File: src/rtl/ysyx_22050243_defs.sv
// Shared constants and types for the JALR redirect slice.
package ysyx_22050243_defs;

    localparam logic [6:0] JALR_OPCODE = 7'b1100111;

    localparam logic [1:0] FWD_RF     = 2'b00;
    localparam logic [1:0] FWD_EX_MEM = 2'b01;
    localparam logic [1:0] FWD_MEM_WB = 2'b10;
    localparam logic [1:0] FWD_RF_ALT = 2'b11;

    typedef enum logic [1:0] {
        StIdle,
        StWait,
        StRedir
    } jalr_state_e;

endpackage

File: src/rtl/ysyx_22050243_jalr_target.sv
// JALR target computation: rs1 + sext(imm12), bit0 cleared, plus 4-byte misalign flag.
module ysyx_22050243_jalr_target #(
    parameter int unsigned XLEN = 64
) (
    input  logic [XLEN-1:0] operand,
    input  logic [11:0]     imm,
    output logic [XLEN-1:0] target,
    output logic            misaligned
);

    logic [XLEN-1:0] imm_sext;
    logic [XLEN-1:0] sum;

    assign imm_sext   = {{(XLEN-12){imm[11]}}, imm};
    // Carry out of the top bit is dropped: the target wraps modulo 2^XLEN.
    assign sum        = operand + imm_sext;
    assign target     = sum & ~{{(XLEN-1){1'b0}}, 1'b1};
    assign misaligned = target[1];

endmodule

File: src/rtl/ysyx_22050243_jalr_redirect.sv
// Resolves JALR in ID: waits for rs1, computes target, then holds a redirect until IF accepts it.
module ysyx_22050243_jalr_redirect
    import ysyx_22050243_defs::*;
#(
    parameter int unsigned XLEN            = 64,
    parameter int unsigned IBUS_DATA_WIDTH = 32
) (
    input  logic                       clk,
    input  logic                       rst_n,
    input  logic                       id_valid,
    input  logic [IBUS_DATA_WIDTH-1:0] inst_if_2_id_ff,
    input  logic [XLEN-1:0]            pc_if_2_id_ff,
    input  logic                       stall_jalr,
    input  logic [1:0]                 fwd_jalr,
    input  logic [XLEN-1:0]            rs1_rdata,
    input  logic [XLEN-1:0]            ex_mem_result,
    input  logic [XLEN-1:0]            mem_wb_result,
    input  logic                       id_kill,
    output logic                       redir_valid,
    output logic [XLEN-1:0]            redir_pc,
    input  logic                       redir_ready,
    output logic                       hold_id,
    output logic                       flush_if_id,
    output logic                       link_valid,
    output logic [XLEN-1:0]            link_data,
    output logic                       misalign_exc,
    output logic [XLEN-1:0]            misalign_tval,
    output logic [31:0]                jalr_stall_cnt
);

    jalr_state_e     state;
    logic [6:0]      opcode;
    logic [4:0]      rs1_idx;
    logic [11:0]     imm;
    logic            jalr_hit;
    logic            evaluate;
    logic [XLEN-1:0] operand;
    logic [XLEN-1:0] target;
    logic            misaligned;
    logic            unused_inst;

    assign opcode      = inst_if_2_id_ff[6:0];
    assign rs1_idx     = inst_if_2_id_ff[19:15];
    assign imm         = inst_if_2_id_ff[31:20];
    assign unused_inst = ^inst_if_2_id_ff[14:7];

    assign jalr_hit = id_valid && (opcode == JALR_OPCODE) && !id_kill;
    assign evaluate = ((state == StIdle) && jalr_hit && !stall_jalr) ||
                      ((state == StWait) && !id_kill && !stall_jalr);

    always_comb begin
        operand = rs1_rdata;
        unique case (fwd_jalr)
            FWD_EX_MEM: operand = ex_mem_result;
            FWD_MEM_WB: operand = mem_wb_result;
            FWD_RF, FWD_RF_ALT: operand = rs1_rdata;
            default: operand = rs1_rdata;
        endcase
        // x0 always reads as zero regardless of any forwarding path.
        if (rs1_idx == 5'd0) begin
            operand = '0;
        end
    end

    ysyx_22050243_jalr_target #(
        .XLEN(XLEN)
    ) u_target (
        .operand   (operand),
        .imm       (imm),
        .target    (target),
        .misaligned(misaligned)
    );

    // The IDLE cycle that detects a JALR must already freeze ID, so this one is combinational.
    assign hold_id = (state != StIdle) || jalr_hit;

    always_ff @(posedge clk or negedge rst_n) begin
        if (!rst_n) begin
            state          <= StIdle;
            redir_valid    <= 1'b0;
            redir_pc       <= '0;
            flush_if_id    <= 1'b0;
            link_valid     <= 1'b0;
            link_data      <= '0;
            misalign_exc   <= 1'b0;
            misalign_tval  <= '0;
            jalr_stall_cnt <= '0;
        end else begin
            misalign_exc <= 1'b0;
            link_valid   <= 1'b0;
            flush_if_id  <= 1'b0;

            if ((state == StWait) && (jalr_stall_cnt != '1)) begin
                jalr_stall_cnt <= jalr_stall_cnt + 32'd1;
            end

            unique case (state)
                StIdle: begin
                    if (jalr_hit && stall_jalr) begin
                        state <= StWait;
                    end
                end
                StWait: begin
                    if (id_kill) begin
                        state <= StIdle;
                    end
                end
                StRedir: begin
                    // Kill takes priority over a same-cycle handshake.
                    if (id_kill) begin
                        state       <= StIdle;
                        redir_valid <= 1'b0;
                    end else if (redir_ready) begin
                        state       <= StIdle;
                        redir_valid <= 1'b0;
                        link_valid  <= 1'b1;
                        flush_if_id <= 1'b1;
                    end
                end
                default: state <= StIdle;
            endcase

            if (evaluate) begin
                if (misaligned) begin
                    misalign_exc  <= 1'b1;
                    misalign_tval <= target;
                    state         <= StIdle;
                end else begin
                    redir_pc    <= target;
                    link_data   <= pc_if_2_id_ff + XLEN'(4);
                    redir_valid <= 1'b1;
                    state       <= StRedir;
                end
            end
        end
    end

endmodule

File: config.mk
export PLATFORM = sky130hd
export DESIGN_NAME = ysyx_22050243_jalr_redirect
export DESIGN_NICKNAME = d
export VERILOG_FILES = /design/src/rtl/ysyx_22050243_defs.sv /design/src/rtl/ysyx_22050243_jalr_target.sv /design/src/rtl/ysyx_22050243_jalr_redirect.sv
export SDC_FILE = /design/constraint.sdc
export NUM_CORES = 1
export LEC_CHECK = 0
export BUFFER_PORTS_ARGS = -buffer_cell sky130_fd_sc_hd__buf_2
export CAP_MARGIN = 0
export CORE_AREA = 2 2 206 208
export DETAILED_ROUTE_END_ITERATION = 12
export DIE_AREA = 0 0 208 210
export PLACE_DENSITY = 0.61
export REMOVE_ABC_BUFFERS = 1
export SYNTH_ARGS = -nofsm -noshare
export SYNTH_HDL_FRONTEND = slang
export SYNTH_SLANG_ARGS = --single-unit
File: constraint.sdc
create_clock -name clk -period 3.15 [get_ports clk]
set_clock_uncertainty 0.1 [all_clocks]
set_input_delay 0.63 -clock clk [delete_from_list [all_inputs] [get_ports clk]]
set_output_delay 0.63 -clock clk [all_outputs]
set_load 0.1 [all_outputs]
==> results_dict.tcl, run 1 <==
set metrics [dict create \
    outcome "finished with violations" \
    violations "negative setup slack" \
    yosysUniqueCellTypes 68 \
    rows 75 \
    die_area_um2 43700 \
    async_flop_share 1.00 \
    syn-cell-area_um2 14900 \
    wirelength_um 55800 \
    required_ps 3480 \
    power_density_nw_per_um2 456 \
    worstMarginPinSlew_ps 559 \
    max-cap-violations 0 \
    ff_latch_area_um2 5660 \
    fin_cells 3238 \
    start_util 0.359 \
    syn_avg_cell_area_um2 8.00 \
    drc 0 \
    end_kind "register" \
    clock_tree.root_cell "clkbuf_16" \
    globalRouteOverflowTotal 0 \
    final_util 0.561 \
    max_freq_ghz 0.262 \
    setup_viol 102 \
    vias 16429 \
    synth-seq-cells 226 \
    diodes 0 \
    htreeDepth 1 \
    numCtsBuffers 27 \
    global_route.usage.met1 0.314 \
    cts_tree "done" \
    ant_nets 0 \
    cts.reportedPaths.clkPinSlew_ps 60 \
    hold_class "primary input to register" \
    fin_ws_ps -660 \
    dr.first_iter.drc_count 1065 \
    syn-instance-count 1863 \
    multiInputGateArea_um2 9990 \
    fin_nets 3043 \
    p_leak_nw 12.3 \
    hpwl_um 43200 \
    syn_to_final_growth_pct 56.1 \
    track_usage 0.245 \
    num-fill-cells 3799 \
    gp_congestion 0.949 \
    die_h_um 210 \
    yosys_warnings 0 \
    core-area_um2 41500 \
    layout_common_cells "510 x buf_2, 407 x nand2_1, 330 x buf_4" \
    grt_pass1_wl_um 86800 \
    io_buffers 513 \
    clk_latency_ps 540 \
    layout-drive-gt1-share 0.430 \
    start_kind "primary input" \
    grt_max_degree 70 \
    ys.flop_type "dfrtp_1" \
    clkSinkCount 226 \
    worst_ir_drop_vdd_v 0.000398 \
    yosysSeqAreaShare 0.379 \
    antenna_found_initial 1 \
    final_common_cell "buf_2" \
    period_minus_slack_ps 3810 \
    grt_use_met3 0.0298 \
    cts_buffer_depth 3 \
    fp.dieW_um 208 \
    firstDrtPassIters 7 \
    min_period_over_period 1.21 \
    ios 525 \
    grt_pass1_vias 16336 \
    routedWlPerCell_um 17.2 \
    report.final.hold_viol_count 0 \
    slew_headroom 0.627 \
    use_met2 0.439 \
    path_class "primary input to register" \
    grt.busiest_layer "met2" \
    slew_violations 0 \
    cp_max_fo 6 \
    rsz0062_at_grt "true" \
    dp_cells 3144 \
    synth_edf_count 0 \
    cp.arrival_ps 4140 \
    post_drt_via_cell_ratio 5.07 \
]
==> metrics by stage <==
stage	setup WS (ps)	total power, mW	setup TNS (ps)	area [um2]	hold slack, ps
after floorplan	-4000	5.05	-667420	14500	234
after global placement	-1460	6.56	-141400	20500	347
after detailed placement	-1650	6.59	-151960	20500	352
after CTS	-624	10.4	-32510	22700	150
after global routing	-789	11.1	-52910	23300	161
final	-660	10.6	-39980	23300	183
==> cells in the mapped netlist (6+ instances only) <==
cell type | n | area share
nand2_1 | 417 | 0.10
dfrtp_1 | 226 | 0.38
nor2_1 | 205 | 0.052
a21oi_1 | 144 | 0.048
o21ai_0 | 112 | 0.038
xnor2_1 | 90 | 0.053
clkbuf_1 | 75 | 0.019
ha_1 | 66 | 0.055
a22oi_1 | 65 | 0.033
xor2_1 | 59 | 0.035
nand3_1 | 46 | 0.015
nand4_1 | 40 | 0.017
a21o_1 | 34 | 0.017
inv_1 | 33 | 0.0083
mux2_2 | 31 | 0.023
buf_1 | 24 | 0.0060
and3_1 | 22 | 0.0092
nor3_1 | 18 | 0.0060
o21bai_1 | 10 | 0.0050
a31oi_1 | 9 | 0.0038
o21a_1 | 9 | 0.0045
and4_1 | 8 | 0.0047
nand2b_1 | 8 | 0.0034
a211oi_1 | 7 | 0.0035
and2_1 | 7 | 0.0029
nor2b_1 | 6 | 0.0025
nor4_1 | 6 | 0.0025
==> worst max-delay path, cell delays in order <==
cell     delay, ps
buf_8          100
ha_4           270
buf_6          140
a22oi_2        140
nor2_1          50
a21oi_1        130
nor2_1          70
ha_1           330
a21o_2         270
a211o_1        330
a41oi_2        220
o21ba_4        200
o31a_1         330
nor2b_2         80
a221o_1        320
a21oi_2        150
xnor2_1        100
mux2_2         270
==> final timing paths <==
kind	from	end	slack, ps	cells past startpoint
setup / recovery	fwd_jalr[1]	misalign_tval[35]	-660	18
min in group asynchronous	rst_n	misalign_tval[1]	560	2
max in group asynchronous	rst_n	misalign_tval[62]	1640	3
hold reg to reg	misalign_tval[1]	misalign_tval[1]	360	1
hold / removal	pc_if_2_id_ff[0]	link_data[0]	180	3
setup reg to reg	jalr_stall_cnt[12]	jalr_stall_cnt[28]	380	9
==> per-layer routing <==
| layer | part of all wire | vias to the layer above |
|---|---|---|
| met2 | 0.50 | 490 |
| met3 | 0.053 | 75 |
| li1 | - | 8066 |
| met4 | 0.023 | 0 |
| met1 | 0.42 | 7798 |
| met5 | 0 | - |
==> state kept, by name (all words and copies together), names as in the netlist <==
signal,flops
jalr_stall_cnt,32
link_data,64
link_valid,1
misalign_exc,1
misalign_tval,63
redir_pc,62
redir_valid,1
state,2
==> cells by family (layout without fill, tap and decap cells) <==
| logic type | Yosys count | count (layout) | share of synthesized area |
|---|---|---|---|
| simple gates | 801 | 801 | 0.229 |
| compound gates | 447 | 447 | 0.187 |
| flops | 226 | 226 | 0.379 |
| xor+xnor | 149 | 149 | 0.0875 |
| buf+inv | 141 | 975 | 0.0369 |
| fa+ha+maj | 67 | 67 | 0.0567 |
| mux | 31 | 31 | 0.0234 |
| other cells | 1 | 3 | 0.000251 |
==> power breakdown <==
| part | total, mW | leakage, nW | internal (mW) | switching (mW) |
|---|---|---|---|---|
| clock | 3.37 | 0.464 | 2.06 | 1.31 |
| combinational | 4.21 | 8.71 | 1.78 | 2.43 |
| sequential | 3.03 | 3.15 | 2.98 | 0.0469 |
| total | 10.6 | 12.3 | 6.82 | 3.79 |
==> what timing repair did <==
action / CTS / global route
setup buffers: 36 / 19
pin swaps: 94 / 76
endpoints found under the setup margin: 111 / 112
hold endpoints to repair: 63 / 0
gates cloned: 2 / 1
gates resized for setup: 184 / 101
hold buffers: 1 / 0
==> final cells by class <==
class / count / share of cell area
Tap cell: 539 / 0.0290
Clock inverter: 13 / 0.00801
Timing Repair Buffer: 894 / 0.252
Multi-Input combinational cell: 1498 / 0.429
Sequential cell: 226 / 0.243
Inverter: 33 / 0.00543
Clock buffer: 35 / 0.0333
No activity file was read; power rests on OpenSTA's default activity.
==> run 2, diff against run 1 <==
- SKIP_LAST_GASP: default -> 1
==> run 2 against run 1 <==
Against the previous run: via count is 0.65% lower; power is 0.38% lower; hold slack worse by 1.3 ps; highest routed layer unchanged; flip-flop and latch count stayed put; the flow still finishes with violations (negative setup slack); clock power hardly changed; final cell count hardly changed.
==> results_dict.tcl, run 2 (synthesis gave the netlist of run 1 again) <==
set metrics [dict create \
    outcome "finished with violations" \
    violations "negative setup slack" \
    cp.arrival_ps 4150 \
    crit_path_top_delay_cell "a211o_1" \
    globalRouteOverflowTotal 0 \
    drc 0 \
    reg_top3 "link_data (64), misalign_tval (63), redir_pc (62)" \
    die_area_um2 43700 \
    period_minus_slack_ps 3820 \
    grt_pass1_vias 16340 \
    die_h_um 210 \
    worstMarginPinSlew_ps 546 \
    grt_max_degree 70 \
    hold_path_depth 3 \
    cp_max_fo 23 \
    layout_common_cells "510 x buf_2, 412 x nand2_1, 332 x buf_4" \
    ios 525 \
    fin_cells 3236 \
    routedWlPerCell_um 17.2 \
    diodes 0 \
    worst_ir_drop_vdd_v 0.000397 \
    fin_ws_ps -672 \
    num-fill-cells 3814 \
    core-area_um2 41500 \
    numCtsBuffers 27 \
    crit_chain "buf_8, ha_4, buf_12, buf_4, a22oi_2, nor2_1, a21oi_1, nor2_1, ha_1, a21oi_2, o22ai_2, o32ai_2, a21oi_2, a211o_1, o21a_1, a21o_1, a21oi_2, xnor2_2, mux2_4" \
    gp_congestion 0.949 \
    final_common_cell "buf_2" \
    slew_violations 0 \
    clk_latency_ps 550 \
    rows 75 \
    vias 16322 \
    whs_ps 182 \
    max-cap-violations 0 \
    hold_class "primary input to register" \
    min_period_over_period 1.21 \
    firstDrtPassIters 5 \
    clock_tree.root_cell "clkbuf_16" \
    dr.first_iter.drc_count 1149 \
    fp.dieW_um 208 \
    ant_nets 0 \
    required_ps 3480 \
    final_util 0.558 \
    wirelength_um 55700 \
    post_drt_via_cell_ratio 5.04 \
    r2r_cells 9 \
    layout-drive-gt1-share 0.425 \
    dp_cells 3144 \
    hpwl_um 43200 \
    totalPowerFinal_mw 10.6 \
    cts_tree "done" \
    cpMostUsedCell "a21oi_2" \
    io_buffers 513 \
    p_leak_nw 12.3 \
    antenna_found_initial 1 \
    track_usage 0.245 \
    fin_nets 3041 \
    largest_register_ffs 64 \
    htreeDepth 1 \
    cpPeakStageDelay_ps 350 \
    path_class "primary input to register" \
    power_density_nw_per_um2 457 \
    cts_buffer_depth 3 \
    report.final.hold_viol_count 0 \
    top_register "link_data" \
    syn_to_final_growth_pct 55.1 \
    clkSinkCount 226 \
    slew_headroom 0.632 \
    start_util 0.359 \
    end_kind "register" \
    rsz0062_at_grt "true" \
    cts.reportedPaths.clkPinSlew_ps 60 \
    start_kind "primary input" \
    max_freq_ghz 0.262 \
    grt_pass1_wl_um 86800 \
    setup_viol 102 \
]
==> run 2: changes by cell type in the layout (fill, tap and decap cells not counted), sizes merged <==
| cell | before | now |
|---|---|---|
| buf | 891 | 890 |
| clkbuf | 36 | 35 |
==> run 2: final timing paths <==
check | from | endpoint | slack, ps
setup reg to reg | jalr_stall_cnt[12] | jalr_stall_cnt[28] | 380
setup / recovery | fwd_jalr[1] | misalign_tval[57] | -670
hold reg to reg | misalign_tval[55] | misalign_tval[55] | 360
max in group asynchronous | rst_n | misalign_tval[62] | 1640
min in group asynchronous | rst_n | jalr_stall_cnt[9] | 560
hold / removal | pc_if_2_id_ff[0] | link_data[0] | 180
==> run 2: stage by stage <==
| stage | setup TNS, ps | cell area, um2 | setup slack [ps] |
|---|---|---|---|
| 2_1_floorplan | -667420 | 14500 | -4000 |
| 3_3_place_gp | -141400 | 20500 | -1460 |
| 3_5_place_dp | -151960 | 20500 | -1650 |
| 4_1_cts | -33760 | 22600 | -624 |
| 5_1_grt | -54490 | 23100 | -798 |
| 6_report | -41450 | 23100 | -672 |
==> run 2: metal layers <==
metal	wire length, um	track usage	part of all wire	up-vias
li1	-	-	-	8060
met1	23900	0.314	0.43	7721
met2	27900	0.439	0.50	463
met3	2630	0.0299	0.047	78
met4	1310	0.0611	0.023	0
met5	0	0	0	-
==> run 2: what timing repair did <==
| item | 4_1_cts | 5_1_grt |
|---|---|---|
| hold buffers | 1 | 0 |
| endpoints found under the hold margin | 63 | 0 |
| gates resized for setup | 174 | 82 |
| pin swaps | 94 | 73 |
| endpoints found under the setup margin | 111 | 112 |
| setup buffers | 36 | 16 |
| gates cloned | 2 | 0 |
==> run 2: cell type report <==
cell class,instances,area (um2),area share
clock buffer,35,776,0.0335
tap,539,674,0.0292
timing repair buffer,892,5820,0.252
clock inverter,13,186,0.00806
multi-input combinational,1498,9890,0.428
inverter,33,126,0.00546
sequential,226,5660,0.245
==> run 2: power breakdown <==
part / switching, mW / leakage (nW) / internal [mW]
clock: 1.32 / 0.464 / 2.06
sequential: 0.0468 / 3.15 / 2.98
combinational: 2.41 / 8.65 / 1.75
==> run 2: worst max-delay path, delay by kind of cell <==
family                   cells  cell delay [ps]
AND/OR/NAND/NOR              2              140
XOR/XNOR                     1              100
AO/OA/AOI/OAI               10             1970
multiplexers                 1              270
adder cells (fa/ha/maj)      2              590
buffers and inverters        3              430
==> run 3, diff against run 2 <==
- CTS_BUF_LIST: default -> sky130_fd_sc_hd__clkbuf_8
==> run 3 against run 2 <==
Against the previous run: hold slack worse by 53 ps; sequential share of layout area shrank 0.22 points; sequential power barely moved; final cell count grew 0.65%; the run still ends with negative setup slack left; critical path type unchanged; via count is 0.97% higher; fmax shrank 0.37%; setup slack worse by 14 ps; global-route usage fell by 0.080 points.
==> results_dict.tcl, run 3 (synthesis gave the netlist of run 1 again) <==
set metrics [dict create \
    fin_nets 3052 \
    cpPeakStageDelay_ps 410 \
    slew_headroom 0.627 \
    firstDrtPassIters 5 \
    totalPowerFinal_mw 10.1 \
    max-cap-violations 0 \
    numCtsBuffers 41 \
    ff_latch_area_um2 5660 \
    max_freq_ghz 0.261 \
    die_h_um 210 \
    layout_common_cells "510 x buf_2, 404 x nand2_1, 322 x buf_4" \
    required_ps 3590 \
    critPathBufInv 4 \
    multiInputGateArea_um2 10300 \
    drc 0 \
    grt_pass1_vias 16258 \
    outcome "finished with violations" \
    syn_to_final_growth_pct 56.5 \
    violations "negative setup slack" \
    crit_path_top_delay_cell "or4_4" \
    antenna_found_initial 2 \
    fp.dieW_um 208 \
    power_density_nw_per_um2 433 \
    critPathTopFamily "compound AO/OA/AOI/OAI gates" \
    worst_ir_drop_vdd_v 0.000205 \
    end_kind "register" \
    whs_ps 130 \
    placed_area_um2 20500 \
    cp_max_fo 7 \
    report.final.hold_viol_count 0 \
    path_class "primary input to register" \
    die_area_um2 43700 \
    pre_cts_slack_ps -1650 \
    slew_violations 0 \
    reg_top3 "link_data (64), misalign_tval (63), redir_pc (62)" \
    cts_buffer_depth 3 \
    rsz0062_at_grt "true" \
    fin_ws_ps -686 \
    top_register "link_data" \
    start_util 0.359 \
    period_minus_slack_ps 3840 \
    clkSinkCount 226 \
    dr.first_iter.drc_count 945 \
    num-fill-cells 3787 \
    ant_nets 0 \
    htreeDepth 2 \
    track_usage 0.244 \
    globalRouteOverflowTotal 0 \
    gp_congestion 0.949 \
    clock_tree.root_cell "clkbuf_8" \
    worstMarginPinSlew_ps 560 \
    hpwl_um 43200 \
    routedWlPerCell_um 17.3 \
    final_common_cell "buf_2" \
    final_util 0.563 \
    wirelength_um 56200 \
    largest_register_ffs 64 \
    cts_tree "done" \
    cts.reportedPaths.clkPinSlew_ps 60 \
    hold_class "primary input to register" \
    vias 16480 \
    grt_pass1_wl_um 85900 \
    core-area_um2 41500 \
    rows 75 \
    io_buffers 513 \
    p_leak_nw 12.3 \
    min_period_over_period 1.22 \
    setup_viol 105 \
    post-route-cell-area_um2 23300 \
    layout-drive-gt1-share 0.444 \
    clk_latency_ps 600 \
    post_drt_via_cell_ratio 5.06 \
    cp.arrival_ps 4270 \
    start_kind "primary input" \
    crit_chain "buf_8, inv_4, ha_4, buf_6, a22oi_2, o21ai_2, nand3_2, fa_2, and2b_1, o2111ai_2, a21oi_2, a31oi_4, o21a_4, o31ai_4, a21oi_4, and2_4, buf_6, or4_4, nand3_2" \
    grt_max_degree 70 \
    ios 525 \
]
==> run 3: report_power, final <==
| group | switching [mW] | leakage [nW] | internal [mW] |
|---|---|---|---|
| Sequential | 0.0468 | 3.15 | 2.98 |
| Clock | 1.32 | 0.455 | 1.42 |
| Combinational | 2.50 | 8.71 | 1.84 |
| Total | 3.87 | 12.3 | 6.24 |
==> run 3: worst paths after layout <==
kind / depth (start not counted) / slack [ps] / to / startpoint
setup / recovery: 19 / -690 / redir_pc[54] / fwd_jalr[0]
hold / removal: 2 / 130 / state[1] / redir_ready
setup reg to reg: 9 / 350 / jalr_stall_cnt[28] / jalr_stall_cnt[12]
hold reg to reg: 2 / 360 / misalign_tval[44] / misalign_tval[44]
max in group asynchronous: 3 / 1690 / redir_pc[62] / rst_n
min in group asynchronous: 2 / 500 / redir_valid / rst_n
==> run 3: what timing repair did <==
item,in CTS,in global routing
hold buffers,1,0
hold endpoints to repair,63,0
cloned,2,0
endpoints found under the setup margin,110,112
pin swaps,76,141
resized for setup,155,190
setup buffers,23,26
==> run 3: routing by layer <==
layer / GRT usage / share of wire / up-vias
met2: 0.416 / 0.49 / 536
li1: - / - / 8083
met4: 0.0883 / 0.035 / 0
met1: 0.310 / 0.42 / 7757
met5: 0 / 0 / -
met3: 0.0447 / 0.055 / 104
==> run 3: per-stage QoR <==
stage	instances	setup TNS [ps]
5_1_grt	3257	-54190
4_1_cts	3238	-33680
3_5_place_dp	3144	-151960
3_3_place_gp	3144	-141400
2_1_floorplan	1757	-667420
6_report	3257	-41310
==> run 3: final cells by class <==
| class | instances | share of cell area |
|---|---|---|
| sequential | 226 | 0.242 |
| multi-input combinational | 1498 | 0.442 |
| antenna | 2 | 0.000214 |
| inverter | 33 | 0.00541 |
| clock inverter | 24 | 0.00579 |
| tap | 539 | 0.0289 |
| clock buffer | 46 | 0.0271 |
| timing repair buffer | 889 | 0.248 |
==> run 3: worst register-to-register path: stages, from the launching register on <==
cell     delay (ps)
dfrtp_1         430
and3_1          250
and4_1          260
nand4_1         200
o311a_1         320
nand4_1         140
or2_2           330
nor3_1          350
nand3_1         150
xnor2_1         140
